`src/rtl/lsu_uart_tx.sv`:
```
// Memory-mapped UART transmitter for the load/store unit: a small byte FIFO
// feeding an 8N1 serializer whose bit period is set by a runtime divisor.
module lsu_uart_tx #(
    parameter logic [31:0] BASE_ADDR   = 32'h1000_4000,
    parameter logic [15:0] DEFAULT_DIV = 16'd434,
    parameter int          FIFO_DEPTH  = 4
) (
    input  logic        i_clk,
    input  logic        i_reset,
    input  logic [31:0] i_lsu_addr,
    input  logic        i_lsu_wren,
    input  logic [31:0] i_st_data,
    output logic [31:0] o_ld_data,
    output logic        o_tx,
    output logic        o_irq
);

    localparam int AW = $clog2(FIFO_DEPTH);
    localparam logic [AW:0]   CNT_ONE  = 1;
    localparam logic [AW:0]   CNT_FULL = FIFO_DEPTH[AW:0];
    localparam logic [AW-1:0] PTR_ONE  = 1;

    typedef enum logic [1:0] {
        IDLE  = 2'd0,
        START = 2'd1,
        DATA  = 2'd2,
        STOP  = 2'd3
    } state_t;

    // ---------------------------------------------------------------
    // Register window decode
    // ---------------------------------------------------------------
    logic       sel;
    logic [1:0] offset;
    logic       push_req;
    logic       ovf_clr;
    logic       div_wr;

    assign sel      = (i_lsu_addr[31:4] == BASE_ADDR[31:4]);
    assign offset   = i_lsu_addr[3:2];
    assign push_req = i_lsu_wren && sel && (offset == 2'd0);
    assign ovf_clr  = i_lsu_wren && sel && (offset == 2'd1) && i_st_data[3];
    assign div_wr   = i_lsu_wren && sel && (offset == 2'd2);

    logic unused_bits;
    assign unused_bits = ^{i_lsu_addr[1:0], i_st_data[31:16]};

    // ---------------------------------------------------------------
    // Transmit FIFO
    // ---------------------------------------------------------------
    logic [7:0]    fifo_mem [FIFO_DEPTH];
    logic [AW-1:0] wr_ptr_reg, wr_ptr_next;
    logic [AW-1:0] rd_ptr_reg, rd_ptr_next;
    logic [AW:0]   count_reg, count_next;
    logic          fifo_empty;
    logic          fifo_full;
    logic [7:0]    fifo_head;
    logic          pop;
    logic          push_acc;

    assign fifo_empty = (count_reg == '0);
    assign fifo_full  = (count_reg == CNT_FULL);
    assign fifo_head  = fifo_mem[rd_ptr_reg];
    // A pop in the same cycle frees the slot, so a push into a full FIFO still lands.
    assign push_acc   = push_req && (!fifo_full || pop);

    always_comb begin
        wr_ptr_next = wr_ptr_reg;
        rd_ptr_next = rd_ptr_reg;
        count_next  = count_reg;
        if (push_acc) begin
            wr_ptr_next = wr_ptr_reg + PTR_ONE;
        end
        if (pop) begin
            rd_ptr_next = rd_ptr_reg + PTR_ONE;
        end
        case ({push_acc, pop})
            2'b10:   count_next = count_reg + CNT_ONE;
            2'b01:   count_next = count_reg - CNT_ONE;
            default: count_next = count_reg;
        endcase
    end

    always_ff @(posedge i_clk) begin
        if (push_acc) begin
            fifo_mem[wr_ptr_reg] <= i_st_data[7:0];
        end
    end

    always_ff @(posedge i_clk or posedge i_reset) begin
        if (i_reset) begin
            wr_ptr_reg <= '0;
            rd_ptr_reg <= '0;
            count_reg  <= '0;
        end else begin
            wr_ptr_reg <= wr_ptr_next;
            rd_ptr_reg <= rd_ptr_next;
            count_reg  <= count_next;
        end
    end

    // ---------------------------------------------------------------
    // Control registers: sticky overflow and bit-period divisor
    // ---------------------------------------------------------------
    logic        ovf_reg;
    logic [15:0] div_reg;

    always_ff @(posedge i_clk or posedge i_reset) begin
        if (i_reset) begin
            ovf_reg <= 1'b0;
            div_reg <= DEFAULT_DIV;
        end else begin
            if (push_req && fifo_full && !pop) begin
                ovf_reg <= 1'b1;
            end else if (ovf_clr) begin
                ovf_reg <= 1'b0;
            end
            if (div_wr) begin
                div_reg <= (i_st_data[15:0] < 16'd2) ? 16'd2 : i_st_data[15:0];
            end
        end
    end

    // ---------------------------------------------------------------
    // Serializer FSM
    // ---------------------------------------------------------------
    state_t      state_reg, state_next;
    logic [7:0]  shift_reg, shift_next;
    logic [2:0]  bit_idx_reg, bit_idx_next;
    logic [15:0] cnt_reg, cnt_next;
    logic [15:0] frame_div_reg, frame_div_next;
    logic        tx_reg, tx_next;
    logic        irq_reg, irq_next;
    logic        cnt_done;
    logic        busy;

    assign cnt_done = (cnt_reg == 16'd0);
    assign busy     = (state_reg != IDLE);

    always_comb begin
        state_next     = state_reg;
        shift_next     = shift_reg;
        bit_idx_next   = bit_idx_reg;
        cnt_next       = cnt_reg;
        frame_div_next = frame_div_reg;
        tx_next        = tx_reg;
        pop            = 1'b0;

        case (state_reg)
            IDLE: begin
                tx_next = 1'b1;
                if (!fifo_empty) begin
                    // Divisor is captured here so mid-frame writes wait for the next frame.
                    pop            = 1'b1;
                    shift_next     = fifo_head;
                    frame_div_next = div_reg;
                    cnt_next       = div_reg - 16'd1;
                    tx_next        = 1'b0;
                    state_next     = START;
                end
            end
            START: begin
                if (cnt_done) begin
                    tx_next      = shift_reg[0];
                    shift_next   = {1'b0, shift_reg[7:1]};
                    bit_idx_next = 3'd0;
                    cnt_next     = frame_div_reg - 16'd1;
                    state_next   = DATA;
                end else begin
                    cnt_next = cnt_reg - 16'd1;
                end
            end
            DATA: begin
                if (cnt_done) begin
                    cnt_next = frame_div_reg - 16'd1;
                    if (bit_idx_reg == 3'd7) begin
                        tx_next    = 1'b1;
                        state_next = STOP;
                    end else begin
                        tx_next      = shift_reg[0];
                        shift_next   = {1'b0, shift_reg[7:1]};
                        bit_idx_next = bit_idx_reg + 3'd1;
                    end
                end else begin
                    cnt_next = cnt_reg - 16'd1;
                end
            end
            STOP: begin
                if (cnt_done) begin
                    // Chain straight into the next start bit when more data is waiting.
                    if (!fifo_empty) begin
                        pop            = 1'b1;
                        shift_next     = fifo_head;
                        frame_div_next = div_reg;
                        cnt_next       = div_reg - 16'd1;
                        tx_next        = 1'b0;
                        state_next     = START;
                    end else begin
                        tx_next    = 1'b1;
                        state_next = IDLE;
                    end
                end else begin
                    cnt_next = cnt_reg - 16'd1;
                end
            end
            default: begin
                tx_next    = 1'b1;
                state_next = IDLE;
            end
        endcase

        irq_next = (state_next == IDLE) && (count_next == '0);
    end

    always_ff @(posedge i_clk or posedge i_reset) begin
        if (i_reset) begin
            state_reg     <= IDLE;
            shift_reg     <= 8'd0;
            bit_idx_reg   <= 3'd0;
            cnt_reg       <= 16'd0;
            frame_div_reg <= DEFAULT_DIV;
            tx_reg        <= 1'b1;
            irq_reg       <= 1'b1;
        end else begin
            state_reg     <= state_next;
            shift_reg     <= shift_next;
            bit_idx_reg   <= bit_idx_next;
            cnt_reg       <= cnt_next;
            frame_div_reg <= frame_div_next;
            tx_reg        <= tx_next;
            irq_reg       <= irq_next;
        end
    end

    assign o_tx  = tx_reg;
    assign o_irq = irq_reg;

    // ---------------------------------------------------------------
    // Load path
    // ---------------------------------------------------------------
    always_comb begin
        o_ld_data = 32'd0;
        if (sel) begin
            case (offset)
                2'd1:    o_ld_data = {28'd0, ovf_reg, fifo_empty, fifo_full, busy};
                2'd2:    o_ld_data = {16'd0, div_reg};
                default: o_ld_data = 32'd0;
            endcase
        end
    end

endmodule

```
`config.mk`:
```
export PLATFORM = sky130hd
export DESIGN_NAME = lsu_uart_tx
export DESIGN_NICKNAME = d
export VERILOG_FILES = /design/src/rtl/lsu_uart_tx.sv
export SDC_FILE = /design/constraint.sdc
export NUM_CORES = 1
export LEC_CHECK = 0
export CORE_MARGIN = 2
export CORE_UTILIZATION = 40
export CTS_CLUSTER_DIAMETER = 80
export DETAILED_ROUTE_END_ITERATION = 8
export GPL_TIMING_DRIVEN = 0
export PLACE_DENSITY = 0.7
export SLEW_MARGIN = 0
export SYNTH_ARGS = -nofsm -noshare
export SYNTH_HDL_FRONTEND = slang
export SYNTH_SLANG_ARGS = --single-unit
export TNS_END_PERCENT = 20
```
`constraint.sdc`:
```
create_clock -name i_clk -period 2.7 [get_ports i_clk]
set_input_delay 0.54 -clock i_clk [delete_from_list [all_inputs] [get_ports i_clk]]
set_output_delay 0.54 -clock i_clk [all_outputs]
set_load 0.05 [all_outputs]
```
---- After elaboration in Yosys (flattened, before gate mapping) ----
Memory sizes are Yosys's and may differ from the RTL's.
Cells that the tools add are included.
storage, ports and cells
  flip-flop bits (word level) ............. 71
  bits in writable memories ............... 32
  input bits .............................. 67
  output and inout port bits .............. 34
  word-level logic and storage cells ...... 104
  memories ................................ 1
memory list
  memory    words  bits a word  rd ports  clocked after memory_dff  write ports  line  text
  fifo_mem  4      8            1         0                         1            51    logic [7:0] fifo_mem [FIFO_DEPTH];
operators by class
  add/subtract/negate cells ............... 8
  $lt $le $gt $ge ......................... 1
  eq/ne operators ......................... 14
  mux-type cells .......................... 41
  reduce and logical (&&, ||, !) cells .... 27
operators by type and width
  kind                                                         count
  two-way mux 16 bit                                           7
  case mux 16 bit (2 select lines)                             2
  case mux 16 bit (3 select lines)                             1
  subtractor 16 x 1 -> 16 bit, second input constant           3
  two-way mux 8 bit                                            5
  case mux 8 bit (4 select lines)                              1
  == test 28 x 25 -> 1 bit, second input constant              1
  logical NOT 16 bit                                           1
  less-than comparator 16 x 2 -> 1 bit, second input constant  1
  two-way mux 1 bit                                            12
  case mux 3 bit (2 select lines)                              2
  two-way mux 2 bit                                            5
  logical AND 1 bit                                            9
  two-way mux 3 bit                                            3
  == test 2 bit, second input constant                         4
  != test 2 bit, second input constant                         4
  case mux 2 bit (4 select lines)                              1
  AND reduction 4 bit                                          2
  nonzero test 2 bit                                           4
  adder 3 x 1 -> 3 bit, second input constant                  2
  == test 2 x 1 -> 1 bit, second input constant                3
  == test 3 bit, second input constant                         2
  logical NOT 2 bit                                            3
  logical NOT 3 bit                                            2
  other kinds (9)                                              11

---- Longest topological paths before layout ----
Gate-level depths: netlist (run 1).
  word-level depth ........................ 10
  depth in mapped cells ................... 16
  mapped depth without buffers ............ 15

---- Least setup slack after synthesis (run 1) ----
No wires, ideal clock.
  kind .................................... flip-flop to flip-flop
  from .................................... reg state_reg[0]
  to ...................................... reg irq_reg, in the netlist o_irq
  setup time .............................. 0.084 ns
  arrival time ............................ 2.814 ns
  data required time ...................... 2.616 ns
  path slack .............................. -0.197 ns
  stages on the path, launching flop included .. 17
  path buffers ............................ 2
  period minus slack after synthesis ...... 2.897 ns
  cells stage by stage .................... dfrtp_1 inv_1 ha_1 clkbuf_1 and3_1 a21oi_1 and4_1 buf_2 inv_1 ha_1 inv_1 fa_1 xor2_1 nor2_1 xor2_1 nor3_1 nor3b_1
between the ends
  longest elaborated chain between the ends .. 8
  elaborated cells on any way between the ends .. 19
  classes of those cells .................. eq/ne (5); mux (8); reduce/logical (6)
RTL lines
  what                                                            line  text
  start: declaration                                              127   state_t state_reg, state_next;
  start signal: assignment                                        225   state_reg <= state_next;
  == test 2 bit / logical NOT 2 bit (equally long branches)       149   case (state_reg)
  case mux 1 bit (2 select lines) (*)                             149
  logical OR 1 bit                                                65    assign push_acc = push_req && (!fifo_full || pop);
  logical AND 1 bit                                               65
  == test 2 x 1 -> 1 bit / == test 2 bit (equally long branches)  77    case ({push_acc, pop})
  case mux 3 bit (2 select lines) (*)                             77
  via count_next[2]                                               54    logic [AW:0] count_reg, count_next;
  logical NOT 3 bit (*)                                           212   irq_next = (state_next == IDLE) && (count_next == '0);
  logical AND 1 bit (*)                                           212
  via irq_next                                                    133   logic irq_reg, irq_next;
  end signal: assignment                                          231   irq_reg <= irq_next;
  end: declaration                                                133
Mark *: on every way through the listed nets, which the timed path passes. The rest lies on a longest branch.
A chain may end at the register's enable or synchronous reset.

---- Worst setup path after layout (run 1) ----
Ends and elaborated chain as after synthesis.

==> flow_summary.toml, run 1 <==
[worst_setup_path]
path_max_fanout = 3
arrival_ns = 3.22
startpoint_type = "flip-flop"
path_class = "flip-flop to flip-flop"
required_ns = 2.98
rr_worst_depth = 15
end_kind = "flip-flop"

[power_and_ir_drop]
combPwrFrac = 0.101
sequentialPowerShare = 0.503
peakVddDrop_mv = 0.268
switching_power_uw = 868
clkPwrFrac = 0.396
cellLeakagePower_nw = 3.30
power_density_nw_per_um2 = 429
swShare = 0.262
power_mw = 3.32
internal-power_mw = 2.45

[floorplan]
die_h_um = 126
die_x_um = 126
fp-row-count = 44
design.die.area_um2 = 15900
ios = 101
start_util = 0.411
core_area_um2 = 14500

[detailed_routing]
drc_errors = 0
drt-vias-per-instance = 5.67
drt-initial-drc-count = 363
wl_per_cell_um = 18.2
final_antenna_net_count = 0
dr_total_vias = 4831
wl_mm = 15.5
first_pass_iters = 5

[synth]
synthArstFlopShare = 0.689
yosysSeqAreaShare = 0.461
syn-instance-count = 551
synthFlopType = "dfrtp_1"
synth_edf_count = 32
synth_area_per_cell_um2 = 10.8
yosys_warnings = 0
ys_types = 65
netlist_area_um2 = 5970
ys_ff_latch = 103

[placement]
io_buffers = 66
place_congestion = 0.917
place_ws_ns = -1.18
post-place-cells = 817
dpl.hpwl_mm = 11.3

[clocking]
cts_tree = "yes"
h-tree-depth = 3
clk_latency_ns = 0.35
cts_buffers = 9
clock_tree.root_cell = "clkbuf_16"
clock_path_buffers = 2
clk_pin_slew_ns = 0.08
cts.sinks = 103

[cells_and_area]
top_register = "fifo_mem"
nNetsFinal = 750
final_layout_size_suffix_gt1_frac = 0.289
mostFrequentLayoutCell = "dfrtp_1"
area_growth_pct = 29.3
fill_cells = 1262
largest_reg_flops = 32
instances_no_fill = 852
antenna_cells = 0
layout_common_cells = "dfrtp_1, nor2_1, buf_4"

[timing]
drv_slew = 0
rsz0062_at_grt = "yes"
clock_skew_ns = 0.00685
setup_viol = 3
slew_headroom = 0.447
layout_min_cycle_time_ns = 2.94
tns_ns = -0.263
fmax_mhz = 340
fin_ws_ns = -0.245
hold_violations = 0
worst_pin_slew_ns = 0.823
min_period_over_period = 1.09

[run]
max-cap-violations = 0

[global_route]
grt_overflow = 0
antenna_found_initial = 0
track_usage = 0.200
grt_max_degree = 53
grt_pass1_vias = 4853
grt_pass1_wl_mm = 25.5

[run_status]
failed_checks = "negative setup slack"
status = "complete, but fails checks"

[worst_hold_path]
min_path_type = "input port to asynchronous set/reset pin"
[repair_timing]
item | 4_1_cts | 5_1_grt
pin swaps | 27 | 10
resized for setup | 176 | 40
setup buffers | 13 | 4
gates cloned | 2 | 0
setup endpoints to repair | 51 | 50
hold buffers | 0 | 0
[power groups by stage]
| stage | Sequential (mW) | Combinational, mW | Clock (mW) |
|---|---|---|---|
| after floorplan | 1.72 | 0.172 | 0 |
| after global placement | 1.70 | 0.321 | 0 |
| after detailed placement | 1.70 | 0.339 | 0 |
| after CTS | 1.67 | 0.337 | 1.34 |
| after global routing | 1.67 | 0.368 | 1.40 |
| final | 1.67 | 0.336 | 1.31 |
[layout make-up]
| class | instances | area [um2] | share of cell area |
|---|---|---|---|
| Sequential cell | 103 | 2750 | 0.357 |
| Buffer | 44 | 332 | 0.0429 |
| Multi-Input combinational cell | 397 | 3160 | 0.410 |
| Tap cell | 184 | 230 | 0.0298 |
| Timing Repair Buffer | 85 | 845 | 0.109 |
| Clock buffer | 9 | 225 | 0.0292 |
| Inverter | 23 | 93.8 | 0.0122 |
| Clock inverter | 7 | 78.8 | 0.0102 |
[path summary, 6_finish.rpt]
check / startpoint / to / slack [ns]
setup / recovery: state_reg[0] / o_irq / -0.24
hold / removal: i_reset / shift_reg[0] / 0.50
setup reg to reg: state_reg[0] / o_irq / -0.24
hold reg to reg: ovf_reg / ovf_reg / 0.50
max in group asynchronous: i_reset / div_reg[7] / 1.59
min in group i_clk: ovf_reg / ovf_reg / 0.50
[cells in the mapped netlist (all sizes together), types with 17 or more instances]
master | n | area, um2
dfrtp | 59 | 1480
buf | 31 | 229
o21ai | 17 | 85.1
inv | 23 | 86.3
nand2 | 23 | 86.3
mux2 | 32 | 360
nor4 | 18 | 146
nor3 | 30 | 150
edfxtp | 32 | 961
ha | 19 | 238
xnor2 | 24 | 210
nor2 | 47 | 176
[cell families (layout without fill, tap and decap cells)]
family / count (synthesis) / count (layout) / share of synthesized area
fa+ha+maj: 20 / 20 / 0.0432
xor+xnor: 36 / 36 / 0.0528
flops: 103 / 103 / 0.461
other cells: 1 / 16 / 0.000628
buf+inv: 67 / 168 / 0.0639
compound gates: 85 / 85 / 0.102
simple gates: 193 / 194 / 0.176
mux: 46 / 46 / 0.101
[per-stage QoR]
stage          area [um2]  hold slack [ns]   util
2_1_floorplan        6060            0.457      -
5_1_grt              7720            0.525  0.531
3_3_place_gp         6950            0.474  0.478
3_5_place_dp         6980            0.474  0.480
4_1_cts              7600            0.496  0.523
6_report             7720            0.496  0.531
[worst max-delay path, cell delays in order (launching register included)]
cell      delay [ns]
dfrtp_1         0.43
ha_4            0.17
nor4bb_4        0.29
nand4_1         0.23
a21oi_2         0.25
and4_1          0.23
buf_6           0.11
inv_4           0.03
ha_4            0.15
inv_2           0.05
fa_2            0.19
xor2_1          0.13
nor2_1          0.07
xor2_1          0.16
nor3_2          0.17
nor3b_2         0.19
[per-layer routing]
metal	vias to the layer above	track usage	part of all wire
li1	2246	-	-
met1	2358	0.262	0.42
met2	195	0.334	0.49
met3	32	0.0319	0.054
met4	0	0.0769	0.031
met5	-	0	0
Power figures use the tool's default switching activity.
==> run 2: changes to the inputs <==
SLEW_MARGIN = default   (was 0)
==> results of run 2 <==
The final DEF is identical to that of run 1; final timing and power are the same.
